File: config.mk
export PLATFORM = sky130hd
export DESIGN_NAME = nn_input_framer_flat
export DESIGN_NICKNAME = d
export VERILOG_FILES = /design/src/rtl/nn_input_framer_if.sv /design/src/rtl/nn_input_framer.sv /design/src/flat_wrapper.sv
export SDC_FILE = /design/constraint.sdc
export NUM_CORES = 1
export LEC_CHECK = 0
export BUFFER_PORTS_ARGS = -buffer_cell sky130_fd_sc_hd__buf_2
export CAP_MARGIN = 40
export CORE_MARGIN = 2
export CORE_UTILIZATION = 32
export CTS_BUF_LIST = sky130_fd_sc_hd__clkbuf_4 sky130_fd_sc_hd__clkbuf_8
export DETAILED_ROUTE_END_ITERATION = 12
export HOLD_SLACK_MARGIN = 0.02
export PLACE_DENSITY = 0.56
export REMOVE_ABC_BUFFERS = 1
export SYNTH_ARGS = -nofsm -noshare
export SYNTH_HDL_FRONTEND = slang
export SYNTH_SLANG_ARGS = --single-unit
File: constraint.sdc
create_clock -name clk -period 2.5 [get_ports clk]
set_clock_uncertainty 0.05 [all_clocks]
set_input_delay 0.25 -clock clk [delete_from_list [all_inputs] [get_ports clk]]
set_output_delay 0.25 -clock clk [all_outputs]
set_load 0.05 [all_outputs]
File: src/rtl/nn_input_framer_if.sv
// Sample-in / frame-out handshake bundle for the NN input framer.
// The slave modport is the framer's view; master is the producer/consumer side.
interface nn_input_framer_if #(
  parameter int DW  = 10,
  parameter int NIN = 12
);
  logic [DW-1:0]     s_data;
  logic              s_valid;
  logic              s_ready;
  logic [DW*NIN-1:0] frame_data;
  logic              frame_valid;
  logic              frame_ready;

  modport slave (
    input  s_data, s_valid, frame_ready,
    output s_ready, frame_data, frame_valid
  );

  modport master (
    output s_data, s_valid, frame_ready,
    input  s_ready, frame_data, frame_valid
  );
endinterface

File: src/rtl/nn_input_framer.sv
// Sliding-window framer: shifts 10-bit samples into an NIN-tap window and
// publishes a held snapshot every STRIDE accepted samples once the window is full.
module nn_input_framer #(
  parameter int DW     = 10,
  parameter int NIN    = 12,
  parameter int STRIDE = 1,
  parameter int CW     = 16
) (
  input  logic                clk,
  input  logic                rst,
  input  logic                flush,
  nn_input_framer_if.slave    bus,
  output logic [3:0]          fill,
  output logic [CW-1:0]       frame_cnt
);
  localparam int SCW = (STRIDE > 1) ? $clog2(STRIDE) : 1;
  localparam logic [SCW-1:0] STRIDE_LAST = SCW'(STRIDE - 1);
  localparam logic [3:0]     NIN_F       = 4'(NIN);

  logic [DW*NIN-1:0] win_q, win_d, win_shift;
  logic [DW*NIN-1:0] frame_q, frame_d;
  logic              fvalid_q, fvalid_d;
  logic [3:0]        fill_q, fill_d, fill_next;
  logic [SCW-1:0]    scnt_q, scnt_d;
  logic [CW-1:0]     fcnt_q, fcnt_d;
  logic              emit_next, s_ready, accept, emit;

  always_comb begin
    fill_next = (fill_q == NIN_F) ? fill_q : fill_q + 4'd1;
    emit_next = (fill_next == NIN_F) && (scnt_q == STRIDE_LAST);
    // Only a sample that would overwrite an unconsumed frame is stalled.
    s_ready   = !flush && !(fvalid_q && !bus.frame_ready && emit_next);
    accept    = bus.s_valid && s_ready;
    emit      = accept && emit_next;
    win_shift = {win_q[DW*(NIN-1)-1:0], bus.s_data};

    win_d    = win_q;
    fill_d   = fill_q;
    scnt_d   = scnt_q;
    frame_d  = frame_q;
    fvalid_d = fvalid_q;
    fcnt_d   = fcnt_q;

    if (flush) begin
      win_d  = '0;
      fill_d = '0;
      scnt_d = STRIDE_LAST;
    end else if (accept) begin
      win_d  = win_shift;
      fill_d = fill_next;
      // Parked at STRIDE_LAST while filling so the filling sample emits.
      if (fill_next == NIN_F)
        scnt_d = (scnt_q == STRIDE_LAST) ? '0 : scnt_q + 1'b1;
      else
        scnt_d = STRIDE_LAST;
    end

    if (emit) begin
      frame_d  = win_shift;
      fvalid_d = 1'b1;
      fcnt_d   = fcnt_q + 1'b1;
    end else if (fvalid_q && bus.frame_ready) begin
      fvalid_d = 1'b0;
    end
  end

  always_ff @(posedge clk) begin
    if (rst) begin
      win_q    <= '0;
      frame_q  <= '0;
      fvalid_q <= 1'b0;
      fill_q   <= '0;
      scnt_q   <= '0;
      fcnt_q   <= '0;
    end else begin
      win_q    <= win_d;
      frame_q  <= frame_d;
      fvalid_q <= fvalid_d;
      fill_q   <= fill_d;
      scnt_q   <= scnt_d;
      fcnt_q   <= fcnt_d;
    end
  end

  assign bus.s_ready     = s_ready;
  assign bus.frame_data  = frame_q;
  assign bus.frame_valid = fvalid_q;
  assign fill            = fill_q;
  assign frame_cnt       = fcnt_q;
endmodule
File: src/flat_wrapper.sv
// flat-port wrapper written by rule: the top's interface ports become plain ports
module nn_input_framer_flat 
#(
  parameter int DW     = 10,
  parameter int NIN    = 12,
  parameter int STRIDE = 1,
  parameter int CW     = 16
)
  (clk, rst, flush, fill, frame_cnt, bus_s_data, bus_s_valid, bus_frame_ready, bus_s_ready, bus_frame_data, bus_frame_valid);
  nn_input_framer_if #(.DW(DW), .NIN(NIN)) bus_i ();
  input  logic clk;
  input  logic rst;
  input  logic flush;
  output logic [3:0] fill;
  output logic [CW-1:0] frame_cnt;
  input wire logic [$bits(bus_i.s_data)-1:0] bus_s_data;
  input wire logic [$bits(bus_i.s_valid)-1:0] bus_s_valid;
  input wire logic [$bits(bus_i.frame_ready)-1:0] bus_frame_ready;
  output wire logic [$bits(bus_i.s_ready)-1:0] bus_s_ready;
  output wire logic [$bits(bus_i.frame_data)-1:0] bus_frame_data;
  output wire logic [$bits(bus_i.frame_valid)-1:0] bus_frame_valid;
  assign bus_i.s_data = bus_s_data;
  assign bus_i.s_valid = bus_s_valid;
  assign bus_i.frame_ready = bus_frame_ready;
  assign bus_s_ready = bus_i.s_ready;
  assign bus_frame_data = bus_i.frame_data;
  assign bus_frame_valid = bus_i.frame_valid;
  nn_input_framer #(.DW(DW), .NIN(NIN), .STRIDE(STRIDE), .CW(CW)) u_core (.clk(clk), .rst(rst), .flush(flush), .bus(bus_i), .fill(fill), .frame_cnt(frame_cnt));
endmodule
==> summary.md, run 1 <==
| Metric | Value |
|---|---|
| Worst slew pin tran | 576.3 ps |
| First-pass GRT wire length | a little under 40,000 um |
| Port buffer count | around 160 |
| Root Driver | clkbuf_8 |
| Ys async rst share | 0 |
| Worst Path Max Fanout | 6 |
| Max Fclk | about 420 MHz |
| CP Capture Type | output port |
| DRC violations left | 0 |
| Synth area leader | dfxtp_1 |
| Register area share after synthesis | 0.5224 |
| YS warnings | 0 |
| DR WL/cell | 15.38 um |
| GPL Wtd Cong | slightly below 0.8 |
| Pin count of the biggest net entering global routing | slightly above 100 |
| Mapped cell area | a little under 10,000 sq um |
| Mux cell area share after synthesis | 0.1250 |
| Slew Viols, Final | 0 |
| Crit path arrival time | ~2100 ps |
| Distinct cells, synth | 38 |
| Simple-Gate Fraction of Synth Area | 0.1522 |
| Tcrit/Tclk final | 0.9438 |
| # fillers | just over 3,000 |
| Top Ports | 157 |
| Clock latency on the worst-skew pair | 540 ps |
| Mapped Cells | approximately 1,100 |
| Post-Synth Adder-Cell Area | 0.003903 |
| Layout Cells excl Fill | about 1,600 |
| WP data required | ~2200 ps |
| Area of the multi-input gates | 4131 sq um |
| Setup TNS | 0 ps |
| Status | completed |
| Num Clock Sinks | approximately 250 |
| Postcts setup bufs | 0 |
| Die width | about 180 um |
| Total wire length | 24,680 um |
| # H-tree levels | 2 |
| Dpl hpwl | ~14,000 um |
| Num rows | between 60 and 70 |
| CTS clk-pin slew, worst paths | approximately 60 ps |
| DP Area | between 10,000 and 15,000 sq um |
| Number of diodes | 0 |
| Most Crowded Layer GR | met2 |
| Max-cap violations | 0 |
| VDD IR max | between 0.3 and 0.4 mV |
| Layout area overhead | 22.32% |
| Max-slew headroom | 0.6158 |
| Initial antenna violation count | 0 |
| Period minus WS final | about 2400 ps |
| Core Area | 29,640 sq um |
| Power per cell area | 700.6 nW/um^2 |
| Layout cells sized above 1 | 0.2140 |
| Commonest register cell after synthesis | dfxtp_1 |
| Final Total Pwr | roughly 0.0082 W |
| Final setup fails | 0 |
| Leak Pwr | between 4 and 5 nW |
| Die height | 177.4 um |
| HP Class | primary input to flip-flop |
| Post-route cell area | around 12,000 sq um |
| Synth Area in Compound Gates | 0.1451 |
| Pre-antenna DRT Iters | 5 |
| Fin nets | roughly 1,200 |
| Crit start category | flip-flop |
| Via count | between 7,000 and 8,000 |
| Most frequent cells after synthesis | dfxtp_1 (251), nand3_1 (131), a21oi_1 (127), nand2_1 (127), mux2i_1 (110) |
| GR Layer Usage met2 | 0.2390 |
| GRT met1 Usage | 0.2061 |
| XOR/XNOR Fraction of Synth Area | 0 |
| Count leader, synth | dfxtp_1 |
| TritonCTS Buffers | 45 |
| EDFF count, synth | 0 |
| Post-synth top area share | 0.5224 |
| Total GRT Usage | 0.1529 |
| Synth top area cells | dfxtp_1 (52%), mux2i_1 (11%), nand3_1 (6.8%), a21oi_1 (6.6%), nand2_1 (5.0%) |
| Post-DRT Antenna Nets | 0 |
| Largest family of logic cells by synthesized area | simple AND/OR/NAND/NOR gates |
| Register area | about 5000 sq um |
| Vias/cell | 4.945 |
| Vias in the first global route | between 7,000 and 8,000 |
| 1st-iter DRT viols | between 300 and 400 |
| CTS tree | yes |
| RSZ-0062 raised after global routing | no |
| Syn Area/Cell | between 9 and 10 sq um |
| Final count of hold timing violations | 0 |
| Initial Util | 0.3245 |
| Overflow after GRT | 0 |
| Die Area | ~31,000 sq um |
| FF+latch count, synth | ~250 |
| M3 GR Usage | 0.03813 |
| CTS max path bufs | 3 |
| Post-Route Utilization | 0.3970 |
| Placed insts | between 1,500 and 2,000 |
| Critical path type | flip-flop to output port |
[metal layers]
layer / share of wire / wire length, um
met5: 0 / 0
met4: 0.023 / 579
met3: 0.054 / 1333
met2: 0.45 / 11020
met1: 0.48 / 11750
[layout make-up]
cell class	instances	area share
inverter	5	0.001595
clock buffer	71	0.07402
tap	390	0.04148
sequential	251	0.4271
multi-input combinational	701	0.3512
clock inverter	3	0.003722
timing repair buffer	184	0.1009
[registers in the layout (all words and copies together) (netlist names)]
signal and cells:
u_core.bus.frame_data 120, u_core.bus.frame_valid 1, u_core.fill 4, u_core.frame_cnt 16
u_core.win_q 110
[report_power, final]
part / internal [W] / total [W] / switching [W]
clock: 0.00229 / 0.00392 / 0.00163
combinational: 0.0000931 / 0.000316 / 0.000223
sequential: 0.00401 / 0.00401 / 0.00000303
total: 0.00639 / 0.00824 / 0.00185
[critical path, stage by stage, from the launching register on]
cell and delay [ps]:
dfxtp_1 350, inv_1 130, ha_1 220, nand2_1 90, a211o_1 330, a31oi_2 200
buf_4 220
[worst paths after layout]
kind / to / cells after the start / startpoint / slack [ps]
worst max-delay path: bus_s_ready / 6 / u_core.fill[0] / 140
worst min-delay path: u_core.bus.frame_valid / 3 / bus_frame_ready / 150
worst max register to register: u_core.win_q[11] / 8 / u_core.fill[0] / 190
worst min register to register: u_core.win_q[105] / 2 / u_core.win_q[105] / 410
[layout by cell type (no fill, tap or decap), types with 4 or more instances in the layout]
master         netlist  layout
dfxtp_1            251     251
buf_2               17     154
nand3_1            131     131
a21oi_1            127     127
nand2_1            127     126
mux2i_1            110     110
o21ai_0             81      81
clkbuf_8             0      54
o21ai_1             41      41
clkbuf_4             0      17
buf_12               0      13
nor2b_1             12      11
nor2_1              12      11
dlygate4sd3_1        0      10
mux2_1               9       9
and3_1               6       6
nor4_1               6       6
buf_4                0       6
inv_1                5       5
o31ai_1              5       5
nand4_1              4       4
[per-stage QoR]
| stage | setup slack (ps) | hold WS [ps] |
|---|---|---|
| floorplan | -3265 | 269.1 |
| finish | 140.5 | 148.7 |
| global placement | 193.1 | 395.0 |
| detailed placement | 82.16 | 396.6 |
| global route | 10.97 | 136.9 |
| CTS | 13.79 | 124.6 |
[cells by family (layout without fill, tap and decap cells)]
family                   count (synthesis)  count (layout)
flip-flops                             251             251
multiplexers                           119             119
adder cells (fa/ha/maj)                  3               3
buffers and inverters                  106             263
AND/OR/NAND/NOR                        314             314
AO/OA/AOI/OAI                          265             265
[timing repair]
item                                    CTS  global route
endpoints found under the hold margin    20             0
gates resized for setup                   1             3
hold buffers                             10             0
endpoints found under the setup margin    1            50
Note: power is estimated with default switching activity, not from simulation.
==> run 2: changes to the inputs <==
- PLACE_DENSITY: 0.56 -> default
- PLACE_DENSITY_LB_ADDON: default -> 0.25
==> summary.md, run 2 (same netlist as run 1, synthesis figures left out) <==
| Metric | Value |
|---|---|
| Core Area | 29,640 sq um (unchanged) |
| Met2 routed WL | 11,030 um (was 11,020 um) |
| Worst path cell trace | inv_1, ha_1, nand2_1, a211o_1, nand4b_1, buf_12, nor4_1, mux2_1 (was inv_1, ha_1, nand2_1, a211o_1, a31oi_2, buf_4) |
| DP Area | 10,750 sq um (was 10,740 sq um) |
| Crit path max-delay family | simple AND/OR/NAND/NOR gates (was compound AO/OA/AOI/OAI gates) |
| RSZ-0062 raised after global routing | yes (was no) |
| Worst Path Max Fanout | 17 (was 6) |
| Fin nets | 1,207 (was 1,206) |
| Period minus WS final | 2379 ps (was 2359 ps) |
| Die height | 177.4 um (unchanged) |
| Worst slew pin tran | 560.9 ps (was 576.3 ps) |
| Post-route cell area | 11,760 sq um (was 11,770 sq um) |
| CTS max path bufs | 3 (unchanged) |
| 1st-iter DRT viols | 425 (was 389) |
| Worst r2r dst | u_core.frame_cnt[9] (was u_core.win_q[11]) |
| Largest register FFs | 120 (unchanged) |
| Root Driver | clkbuf_8 (unchanged) |
| Most common cell after layout, fill and taps aside | dfxtp_1 (unchanged) |
| Final setup fails | 0 (unchanged) |
| Overflow after GRT | 0 (unchanged) |
| Num rows | 63 (unchanged) |
| Worst setup path end | u_core.frame_cnt[9] (was bus_s_ready) |
| Crit path depth | 8 (was 6) |
| Setup TNS | 0 ps (unchanged) |
| Vias in the first global route | 7,765 (was 7,615) |
| # H-tree levels | 2 (unchanged) |
| Commonest non-fill, non-tap cells in the layout | dfxtp_1 (251), buf_2 (154), nand3_1 (131), a21oi_1 (127), nand2_1 (126) (unchanged) |
| Critical path type | flip-flop to flip-flop (was flip-flop to output port) |
| Pre-antenna DRT Iters | 4 (was 5) |
| Worst reg2reg path depth | 8 (unchanged) |
| Dpl hpwl | 14,420 um (was 14,410 um) |
| CP max stage cell | dfxtp_1 (unchanged) |
| WL met1 | 11,560 um (was 11,750 um) |
| First-pass GRT wire length | 39,460 um (was 39,440 um) |
| Worst hold slack | 172.9 ps (was 148.7 ps) |
| Die width | 177.4 um (unchanged) |
| Setup crit start | u_core.fill[0] (unchanged) |
| GPL Wtd Cong | 0.7376 (was 0.7779) |
| Top Ports | 157 (unchanged) |
| Initial Util | 0.3245 (unchanged) |
| Delay of the slowest cell on the worst path | 400 ps (was 350 ps) |
| Internal reg-to-reg setup slack | 120 ps (was 190 ps) |
| # fillers | 3,125 (was 3,070) |
| TritonCTS Buffers | 44 (was 45) |
| Max-slew headroom | 0.6261 (was 0.6158) |
| Hold Startpoint | rst (was bus_frame_ready) |
| CTS tree | yes (unchanged) |
| Status | completed (unchanged) |
| Tcrit/Tclk final | 0.9518 (was 0.9438) |
| Post-DRT Antenna Nets | 0 (unchanged) |
| Crit start category | flip-flop (unchanged) |
| Total GRT Usage | 0.1524 (was 0.1529) |
| Max Fclk | 420.3 MHz (was 423.8 MHz) |
| CP Capture Type | flip-flop (was output port) |
| Pre-CTS setup slack | 140.3 ps (was 82.16 ps) |
| Initial antenna violation count | 0 (unchanged) |
| Crit path arrival time | 2740 ps (was 2060 ps) |
| PnR worst setup slack | 120.6 ps (was 140.5 ps) |
| Port buffer count | 156 (unchanged) |
| Layout cells sized above 1 | 0.2163 (was 0.2140) |
| R2r startpoint | u_core.fill[0] (unchanged) |
| Slew Viols, Final | 0 (unchanged) |
| Via count | 8,004 (was 7,936) |
| DRC violations left | 0 (unchanged) |
| Layout area overhead | 22.27% (was 22.32%) |
| Power per cell area | 688.8 nW/um^2 (was 700.6 nW/um^2) |
| Postcts setup bufs | 0 (unchanged) |
| VDD IR max | 0.2870 mV (was 0.3368 mV) |
| HP Class | primary input to flip-flop (unchanged) |
| CTS clk-pin slew, worst paths | 60 ps (about the same) |
| Clock latency on the worst-skew pair | 530 ps (was 540 ps) |
| Max-cap violations | 0 (unchanged) |
| Routed met3 length | 1233 um (was 1333 um) |
| DR WL/cell | 15.14 um (was 15.38 um) |
| Vias/cell | 4.984 (was 4.945) |
| Final count of hold timing violations | 0 (unchanged) |
| Pin count of the biggest net entering global routing | 84 (was 101) |
| WP data required | 2860 ps (was 2200 ps) |
| Leak Pwr | 4.538 nW (was 4.542 nW) |
| Die Area | 31,460 sq um (unchanged) |
| Top sig layer | met4 (unchanged) |
| Num Clock Sinks | 251 (unchanged) |
| Total wire length | 24,320 um (was 24,680 um) |
| Number of diodes | 0 (unchanged) |
| WP buf/inv | 2 (unchanged) |
-- run 2: cell count changes in the layout (fill, tap and decap cells not counted) --
cell       delta
nor4_2        +2
buf_4         +3
clkinv_4      +1
clkbuf_4      -1
nor4_1        -2
bufinv_16     -1
buf_6         -1
-- run 2: how the worst min path moves through the flow --
stage,endpoint,slack (ps),depth (start not counted)
after floorplan,u_core.bus.frame_data[0],270,1
final,u_core.bus.frame_data[52],170,2
after global placement,u_core.win_q[106],390,2
after detailed placement,u_core.win_q[109],400,2
after CTS,u_core.bus.frame_valid,130,3
after global routing,u_core.bus.frame_data[55],160,2
-- run 2: timing repair --
| item | 4_1_cts | 5_1_grt |
|---|---|---|
| gates cloned | 0 | 0 |
| hold buffers | 10 | 0 |
| gates resized for setup | 1 | 4 |
| pin swaps | 0 | 1 |
| endpoints found under the hold margin | 20 | 0 |
| setup endpoints to repair | 1 | 2 |
-- run 2: cell type report --
class / count / area, sq um / area share
clock inverters: 3 / 22.52 / 0.001915
repair buffers: 186 / 1199 / 0.1019
well taps: 390 / 488.0 / 0.04149
flip-flops and latches: 251 / 5025 / 0.4273
clock buffers: 70 / 863.3 / 0.07341
multi-input cells: 701 / 4144 / 0.3524
inverters: 5 / 18.77 / 0.001596
-- run 2: power by group --
group          internal, W  leakage (nW)  switching, W
clock network      0.00217         0.474       0.00159
registers          0.00401          2.02    0.00000295
logic            0.0000994          2.04      0.000225
-- run 2: layer usage --
| metal | track usage | vias up |
|---|---|---|
| met5 | 0 | - |
| met1 | 0.2037 | 3814 |
| met2 | 0.2453 | 150 |
| met3 | 0.03385 | 40 |
| met4 | 0.04645 | 0 |
| li1 | - | 4000 |
-- run 2: through the flow --
step,instances,utilization,power (W)
6_report,1606,0.3968,0.008100
4_1_cts,1606,0.3961,0.008258
3_5_place_dp,1523,0.3627,0.004412
5_1_grt,1606,0.3968,0.008455
2_1_floorplan,957,-,0.004281
3_3_place_gp,1523,0.3627,0.004412
-- run 2: worst register-to-register path, stage by stage (launching register included) --
cell      delay [ps]
dfxtp_1          400
inv_1            110
ha_1             250
nand2_1          100
a211o_1          210
nand4b_1         260
buf_12           240
nor4_1           310
mux2_1           350
==> run 3: changes to the inputs <==
- clock period: 2.5 -> 2 ns (I/O delays scaled with it)
==> summary.md, run 3 (same netlist as run 1, synthesis figures left out) <==
| Metric | Value |
|---|---|
| Status | complete, but fails checks (was completed) |
| Failing checks | negative setup slack |
| Layout area overhead | 35.46% (was 22.27%) |
| Via count | 8,363 (was 8,004) |
| 1st-iter DRT viols | 461 (was 425) |
| CTS max path bufs | 3 (unchanged) |
| Total wire length | 27,800 um (was 24,320 um) |
| Crit path arrival time | 1870 ps (was 2740 ps) |
| Pin count of the biggest net entering global routing | 90 (was 84) |
| Core Area | 29,640 sq um (unchanged) |
| Tcrit/Tclk final | 1.058 |
| PnR worst setup slack | -116.8 ps (was 120.6 ps) |
| Critical path type | flip-flop to output port (was flip-flop to flip-flop) |
| Worst hold slack | 140.1 ps (was 172.9 ps) |
| Max-slew headroom | 0.5606 (was 0.6261) |
| Num rows | 63 (unchanged) |
| Post-DRT Antenna Nets | 0 (unchanged) |
| Dpl hpwl | 15,340 um (was 14,420 um) |
| HP Class | primary input to flip-flop (unchanged) |
| R2r startpoint | u_core.fill[0] (unchanged) |
| Final count of hold timing violations | 0 (unchanged) |
| Most common cell after layout, fill and taps aside | dfxtp_1 (unchanged) |
| Slew Viols, Final | 0 (unchanged) |
| Vias/cell | 5.011 (was 4.984) |
| Port buffer count | 156 (unchanged) |
| Pre-antenna DRT Iters | 5 (was 4) |
| Layout cells sized above 1 | 0.2885 (was 0.2163) |
| Pre-CTS setup slack | -164.9 ps (was 140.3 ps) |
| # H-tree levels | 2 (unchanged) |
| Vias in the first global route | 7,873 (was 7,765) |
| Period minus WS final | approximately 2100 ps |
| Largest register FFs | 120 (unchanged) |
| Worst reg2reg path depth | 10 (was 8) |
| RSZ-0062 raised after global routing | yes (unchanged) |
| Setup crit start | u_core.fill[0] (unchanged) |
| Final setup fails | 146 (was 0) |
| Worst r2r dst | u_core.win_q[104] (was u_core.frame_cnt[9]) |
| Initial Util | 0.3245 (unchanged) |
| Top sig layer | met4 (unchanged) |
| Fin nets | 1,265 (was 1,207) |
| CTS clk-pin slew, worst paths | 60 ps (about the same) |
| Overflow after GRT | 0 (unchanged) |
| Die height | 177.4 um (unchanged) |
| WP data required | 1750 ps (was 2860 ps) |
| Routed met3 length | 1341 um (was 1233 um) |
| Leak Pwr | 5.093 nW (was 4.538 nW) |
| WL met1 | 13,260 um (was 11,560 um) |
| Post-Route Utilization | 0.4396 (was 0.3968) |
| First-pass GRT wire length | 40,830 um (was 39,460 um) |
| CTS tree | yes (unchanged) |
| Die width | 177.4 um (unchanged) |
| Worst setup path end | bus_s_ready (was u_core.frame_cnt[9]) |
| Total GRT Usage | 0.1578 (was 0.1524) |
| Clock latency on the worst-skew pair | 530 ps (about the same) |
| Worst Path Max Fanout | 4 (was 17) |
| Power per cell area | 808.5 nW/um^2 (was 688.8 nW/um^2) |
| Top Ports | 157 (unchanged) |
| GPL Wtd Cong | 0.7796 (was 0.7376) |
| DR WL/cell | 16.66 um (was 15.14 um) |
| Max Fclk | approximately 470 MHz |
| TritonCTS Buffers | 44 (unchanged) |
| CP Capture Type | output port (was flip-flop) |
| VDD IR max | 0.4491 mV (was 0.2870 mV) |
| Crit start category | flip-flop (unchanged) |
| Met2 routed WL | 12,710 um (was 11,030 um) |
| Commonest non-fill, non-tap cells in the layout | dfxtp_1 (248), buf_2 (154), nand3_1 (131), a21oi_1 (124), nand2_1 (124) (was dfxtp_1 (251), buf_2 (154), nand3_1 (131), a21oi_1 (127), nand2_1 (126)) |
| Number of diodes | 0 (unchanged) |
| DRC violations left | 0 (unchanged) |
| Num Clock Sinks | 251 (unchanged) |
| Max-cap violations | 0 (unchanged) |
| Die Area | 31,460 sq um (unchanged) |
| Worst slew pin tran | 659.1 ps (was 560.9 ps) |
| Initial antenna violation count | 0 (unchanged) |
| Root Driver | clkbuf_8 (unchanged) |
| Internal reg-to-reg setup slack | -100 ps (was 120 ps) |
-- run 3: changes by cell type in the layout (fill, tap and decap cells not counted), moves of 8 or more --
cell / previous run / this run
clkbuf_16: 0 / 13
buf_8: 0 / 8
o21ai_2: 0 / 20
buf_12: 13 / 22
buf_6: 0 / 9
o21ai_1: 41 / 60
buf_4: 9 / 21
o21ai_0: 81 / 41
-- run 3: per-layer routing --
metal  track usage  up-vias
li1              -     4134
met2        0.2615      168
met5             0        -
met4       0.04577        0
met1        0.2048     4022
met3       0.03642       39
-- run 3: critical path, cell delays in order (launching register included) --
cell and delay (ps):
dfxtp_4 370, inv_4 60, ha_4 150, nand2_2 60
a211o_1 330, a31oi_2 190, buf_6 190
-- run 3: how the worst min path moves through the flow --
stage,from,to,slack [ps],cells after the start
after floorplan,rst,u_core.bus.frame_data[0],220,1
after CTS,bus_frame_ready,u_core.bus.frame_valid,100,3
final,bus_frame_ready,u_core.bus.frame_valid,140,3
after global placement,u_core.win_q[12],u_core.bus.frame_data[22],400,2
after detailed placement,u_core.win_q[108],u_core.win_q[108],400,2
after global routing,bus_frame_ready,u_core.bus.frame_valid,140,3
-- run 3: repair_timing --
action	in CTS	in global routing
hold buffers	11	0
resized for setup	28	107
pin swaps	9	68
endpoints found under the hold margin	23	0
buffers inserted	6	7
endpoints found under the setup margin	119	231
gates cloned	3	15
-- run 3: stage by stage --
step | power (W) | cell area, sq um | TNS [ps] | cells
5_1_grt | 0.01092 | 13030 | -24380 | 1669
3_3_place_gp | 0.005557 | 11080 | -4985 | 1550
4_1_cts | 0.01061 | 12400 | -4296 | 1648
6_report | 0.01053 | 13030 | -6455 | 1669
3_5_place_dp | 0.005556 | 11080 | -7787 | 1550
2_1_floorplan | 0.005352 | 9143 | -789890 | 957
-- run 3: where the power goes --
group	total, W	switching [W]	internal (W)	leakage [nW]
combinational	0.000540	0.000320	0.000219	2.56
sequential	0.00501	0.00000447	0.00501	2.02
clock	0.00498	0.00208	0.00290	0.509
total	0.0105	0.00241	0.00812	5.09
-- run 3: cell type report --
type                            instances  area, sq um
Tap cell                              390        488.0
Clock buffer                           70        875.8
Clock inverter                          8        65.06
Timing Repair Buffer                  244         2191
Multi-Input combinational cell        701         4357
Sequential cell                       251         5031
Fill cell                            2938        16610
Inverter                                5        21.27
